<file path="config.mk">
export PLATFORM = sky130hd
export DESIGN_NAME = sram_access_ctrl
export DESIGN_NICKNAME = d
export VERILOG_FILES = /design/src/rtl/sram_access_ctrl.sv
export SDC_FILE = /design/constraint.sdc
export NUM_CORES = 1
export LEC_CHECK = 0
export BUFFER_PORTS_ARGS = -buffer_cell sky130_fd_sc_hd__buf_2
export CAP_MARGIN = 20
export CORE_MARGIN = 2
export CORE_UTILIZATION = 50
export CTS_CLUSTER_DIAMETER = 200
export DETAILED_ROUTE_END_ITERATION = 10
export PLACE_DENSITY = 0.89
export SETUP_SLACK_MARGIN = 0.5
export SYNTH_ARGS = -nofsm -noshare
export SYNTH_HDL_FRONTEND = slang
export SYNTH_SLANG_ARGS = --single-unit
</file>
<file path="constraint.sdc">
create_clock -name clk -period 2.3 [get_ports clk]
set_input_delay 0.46 -clock clk [delete_from_list [all_inputs] [get_ports clk]]
set_output_delay 0.46 -clock clk [all_outputs]
set_load 0.02 [all_outputs]
</file>
<file path="src/rtl/sram_access_ctrl.sv">
// SRAM array access sequencer: precharge, wordline/column access, sense, done.
// All array-side controls are registered from the next state so they switch glitch-free.
module sram_access_ctrl #(
    parameter int ADDR_W   = 6,
    parameter int COL_BITS = 2,
    parameter int DATA_W   = 8,
    parameter int ACC_CYC  = 2
) (
    input  logic                                clk,
    input  logic                                reset,
    input  logic                                req_valid,
    output logic                                req_ready,
    input  logic                                req_we,
    input  logic [ADDR_W-1:0]                   req_addr,
    input  logic [DATA_W-1:0]                   req_wdata,
    output logic                                rsp_valid,
    output logic [DATA_W-1:0]                   rsp_rdata,
    output logic                                precharge,
    output logic [(1<<(ADDR_W-COL_BITS))-1:0]   wl_sel,
    output logic [(1<<COL_BITS)-1:0]            col_sel,
    output logic                                write_en,
    output logic [DATA_W-1:0]                   wdata_drv,
    output logic                                sense_en,
    input  logic [DATA_W-1:0]                   sa_data
);

    localparam int ROW_W = ADDR_W - COL_BITS;
    localparam int NROW  = 1 << ROW_W;
    localparam int NCOL  = 1 << COL_BITS;
    localparam logic [3:0] ACC_LOAD = 4'(ACC_CYC - 1);

    // state | meaning
    // IDLE  | waiting for a request, req_ready high
    // PRE   | bitline precharge, one cycle
    // ACC   | wordline + column mux on for ACC_CYC cycles, write drivers on for writes
    // SENSE | sense amp enabled, read data captured at the end of the cycle
    // DONE  | one-cycle completion pulse
    typedef enum logic [2:0] {
        S_IDLE,
        S_PRE,
        S_ACC,
        S_SENSE,
        S_DONE
    } state_t;

    state_t              r_state;
    state_t              w_next;
    logic [3:0]          r_cnt;
    logic [3:0]          w_cnt_next;
    logic                w_accept;

    logic                r_we;
    logic [ADDR_W-1:0]   r_addr;
    logic [DATA_W-1:0]   r_wdata;

    logic                r_precharge;
    logic [NROW-1:0]     r_wl_sel;
    logic [NCOL-1:0]     r_col_sel;
    logic                r_write_en;
    logic [DATA_W-1:0]   r_wdata_drv;
    logic                r_sense_en;
    logic                r_rsp_valid;
    logic [DATA_W-1:0]   r_rdata;

    logic [NROW-1:0]     w_row_oh;
    logic [NCOL-1:0]     w_col_oh;
    logic                w_in_array;
    logic                w_drive_wr;

    assign req_ready = (r_state == S_IDLE) && !reset;
    assign w_accept  = req_valid && req_ready;

    always_comb begin
        w_next     = r_state;
        w_cnt_next = r_cnt;
        case (r_state)
            S_IDLE: begin
                if (w_accept) w_next = S_PRE;
            end
            S_PRE: begin
                w_next     = S_ACC;
                w_cnt_next = ACC_LOAD;
            end
            S_ACC: begin
                if (r_cnt == 4'd0) w_next = r_we ? S_DONE : S_SENSE;
                else               w_cnt_next = r_cnt - 4'd1;
            end
            S_SENSE: w_next = S_DONE;
            S_DONE:  w_next = S_IDLE;
            default: w_next = S_IDLE;
        endcase
    end

    always_comb begin
        w_row_oh = '0;
        w_col_oh = '0;
        w_row_oh[r_addr[ADDR_W-1:COL_BITS]] = 1'b1;
        w_col_oh[r_addr[COL_BITS-1:0]]      = 1'b1;
    end

    // Wordline and column mux stay on through SENSE so the sense amp sees the selected cell.
    assign w_in_array = (w_next == S_ACC) || (w_next == S_SENSE);
    assign w_drive_wr = (w_next == S_ACC) && r_we;

    always_ff @(posedge clk) begin
        if (reset) begin
            r_state     <= S_IDLE;
            r_cnt       <= '0;
            r_we        <= 1'b0;
            r_addr      <= '0;
            r_wdata     <= '0;
            r_precharge <= 1'b0;
            r_wl_sel    <= '0;
            r_col_sel   <= '0;
            r_write_en  <= 1'b0;
            r_wdata_drv <= '0;
            r_sense_en  <= 1'b0;
            r_rsp_valid <= 1'b0;
            r_rdata     <= '0;
        end else begin
            r_state     <= w_next;
            r_cnt       <= w_cnt_next;
            if (w_accept) begin
                r_we    <= req_we;
                r_addr  <= req_addr;
                r_wdata <= req_wdata;
            end
            r_precharge <= (w_next == S_PRE);
            r_wl_sel    <= w_in_array ? w_row_oh : '0;
            r_col_sel   <= w_in_array ? w_col_oh : '0;
            r_write_en  <= w_drive_wr;
            r_wdata_drv <= w_drive_wr ? r_wdata : '0;
            r_sense_en  <= (w_next == S_SENSE);
            r_rsp_valid <= (w_next == S_DONE);
            if (r_state == S_SENSE) r_rdata <= sa_data;
        end
    end

    assign precharge = r_precharge;
    assign wl_sel    = r_wl_sel;
    assign col_sel   = r_col_sel;
    assign write_en  = r_write_en;
    assign wdata_drv = r_wdata_drv;
    assign sense_en  = r_sense_en;
    assign rsp_valid = r_rsp_valid;
    assign rsp_rdata = r_rdata;

endmodule

</file>
==> impl_metrics.tcl <==
set metrics [dict create \
    status "finished, final reports clean" \
    ios 67 \
    num_vias 1852 \
    ys_seq_area_share_pct 55.1 \
    grt_max_degree 18 \
    min_to "rsp_rdata[0]" \
    required_ns 1.84 \
    synth.net_count 246 \
    synth_enable_flop_cells 0 \
    mostFrequentLayoutCells "65 x buf_2, 58 x dfxtp_1, 17 x a21oi_1" \
    r2r_cells 6 \
    maxCapViolCount 0 \
    routabilityCongestion 0.705 \
    rr_endpoint "wl_sel[9]" \
    ys_types 40 \
    core_um2 4350 \
    reg2reg_slack_ns 0.53 \
    fp.dieH_um 71.1 \
    start_util_pct 51.7 \
    fin_cells 346 \
    dp_hpwl_um 3120 \
    grt_pass1_wl_um 7820 \
    syn_avg_cell_area_um2 10.3 \
    powerDensity_nw_per_um2 831 \
    yosys_warnings 0 \
    wl_per_cell_um 14.7 \
    clock_skew_ns 0.0105 \
    n_fill_cell 342 \
    ys_async_sr_fraction_pct 0 \
    post-route-period-util_pct 80.5 \
    ir_drop_mv 0.419 \
    drive_above_1_share_pct 39.8 \
    ant_nets 0 \
    whs_path_depth 3 \
    setup-tns-final_ns 0 \
    clock_path_buffers 2 \
    grt-ovfl-total 0 \
    grt_util_all_layers_pct 19.8 \
    crit_fanout 9 \
    fp-row-count 24 \
    area_growth_pct 30.1 \
    die_x_um 71.1 \
    rsz0062_at_grt "true" \
    clkTransAtPathRegs_ns 0.07 \
    hold_viol_final 0 \
    switching_share_pct 25.1 \
    layout.nets 316 \
    p_sw_uw 611 \
    hold_start "sa_data[0]" \
    cts_tree "done" \
    port_buffers 66 \
    fmax_mhz 540 \
    min-delay-path-class "input port to flip-flop" \
    numClockSinks 62 \
    placed_cells 325 \
    synth_seq_cells 62 \
    clock_latency_ns 0.33 \
    power.leakage_nw 1.35 \
    drcViolationCount 0 \
    slew_headroom_pct 66.0 \
    power_frac_comb_pct 11.5 \
    p_int_mw 1.82 \
    synth_flop_cell "dfxtp_1" \
    worstMarginPinSlew_ns 0.508 \
    hold_ws_ns 0.366 \
    path_class "flip-flop to primary output" \
    layout_min_cycle_time_ns 1.85 \
    slew_violations 0 \
    antennaDiodeCount 0 \
    syn_inst 219 \
    final_common_cell "buf_2" \
    cp_data_arrival_time_ns 1.39 \
    drt-vias-per-instance 5.35 \
    cts_buffers 9 \
    timing.rr.start "r_state[2]" \
    cp-end-kind "primary output" \
    fp.dieArea_um2 5050 \
    seq_power_share_pct 47.0 \
    drtPass1Iterations 7 \
    htree_levels 3 \
    syn_area_um2 2250 \
    antenna_found_initial 0 \
    setup-violations-final 0 \
    drtIter0Drc 175 \
    clockRootBuffer "clkbuf_8" \
    wirelength_um 5100 \
    grt_pass1_vias 1748 \
    power_frac_clock_pct 41.5 \
    holdBufCountCts 0 \
    start_kind "flip-flop" \
]
-- worst max path at each step --
stage,startpoint,endpoint,slack [ns]
finish,r_state[1],req_ready,0.45
floorplan,r_state[1],req_ready,0.60
global route,r_state[0],req_ready,0.41
CTS,r_state[0],req_ready,0.44
global placement,reset,wl_sel[2],0.44
detailed placement,reset,wl_sel[0],0.35
-- critical path, cell delays in order, from the launching register on --
cell	delay, ns
dfxtp_4	0.38
or4_4	0.49
clkinv_2	0.08
buf_6	0.11
-- cells in the mapped netlist, types with 2 or more instances --
cell,count,share of area [%]
a21oi_1,17,3.8
and3_1,13,3.6
buf_2,3,0.67
buf_6,3,1.5
buf_8,2,1.3
clkbuf_1,7,1.2
dfxtp_1,62,55
inv_1,5,0.83
mux2i_1,8,3.6
nand2_1,4,0.67
nand2b_1,3,0.83
nand3_1,15,3.3
nor2_1,13,2.2
nor2b_1,3,0.83
nor3_1,4,0.89
nor3_2,2,0.89
nor3b_1,2,0.67
nor3b_2,6,3.3
nor4_1,5,1.4
nor4b_1,3,1.2
o21ai_0,16,3.6
or3b_2,3,1.2
or4_1,3,1.0
-- stage by stage --
step	setup WS [ns]	utilization [%]	power (mW)	cell area [um2]
3_3_place_gp	0.437	59.0	1.39	2570
6_report	0.449	67.3	2.43	2930
5_1_grt	0.405	67.3	2.53	2930
3_5_place_dp	0.352	59.0	1.40	2570
4_1_cts	0.442	64.9	2.41	2820
2_1_floorplan	0.597	-	1.34	2250
-- cells by family (layout without fill, tap and decap cells) --
kind of cell / after synthesis / in the layout / synth area share (%)
adders and majority gates: 1 / 1 / 0.556
xor gates and xnor gates: 1 / 1 / 0.389
AOI/OAI and AO/OA: 40 / 40 / 10.3
and+or+nand+nor: 84 / 84 / 23.7
buffers and inverters: 23 / 98 / 6.28
muxes: 8 / 8 / 3.56
DFF: 62 / 62 / 55.1
-- layer usage --
metal | vias up | global-route usage (%) | wire length (um)
met5 | - | 0 | 0
met4 | 0 | 10.1 | 60
met3 | 4 | 4.13 | 281
met2 | 64 | 34.2 | 2740
met1 | 865 | 23.2 | 2020
li1 | 919 | - | -
-- layout make-up --
| cell class | count | area (um2) | share of cell area (%) |
|---|---|---|---|
| repair buffers | 75 | 429 | 14.7 |
| well taps | 52 | 65.1 | 2.22 |
| flip-flops and latches | 62 | 1250 | 42.8 |
| inverters | 7 | 32.5 | 1.11 |
| clock buffers | 12 | 165 | 5.64 |
| clock inverters | 4 | 53.8 | 1.84 |
| multi-input cells | 134 | 930 | 31.7 |
-- timing repair --
item / in CTS / in global routing
endpoints found under the setup margin: 3 / 31
cloned: 0 / 1
pin swaps: 0 / 2
hold endpoints to repair: 0 / 0
resized for setup: 9 / 12
buffers inserted: 2 / 2
-- power groups by stage --
stage,clock network (mW),registers [mW],logic [mW]
2_1_floorplan,0,1.16,0.181
3_3_place_gp,0,1.16,0.228
3_5_place_dp,0,1.17,0.234
4_1_cts,1.02,1.14,0.250
5_1_grt,1.07,1.15,0.309
6_report,1.01,1.14,0.280
-- flip-flops by register name, indices dropped and copies added (netlist names) --
| signal | count |
|---|---|
| wl_sel | 16 |
| r_wdata | 8 |
| rsp_rdata | 8 |
| wdata_drv | 8 |
| r_addr | 6 |
| col_sel | 4 |
| r_cnt | 4 |
| r_state | 3 |
| precharge | 1 |
| r_we | 1 |
| rsp_valid | 1 |
| sense_en | 1 |
| write_en | 1 |
(Power assumes the default switching activity.)
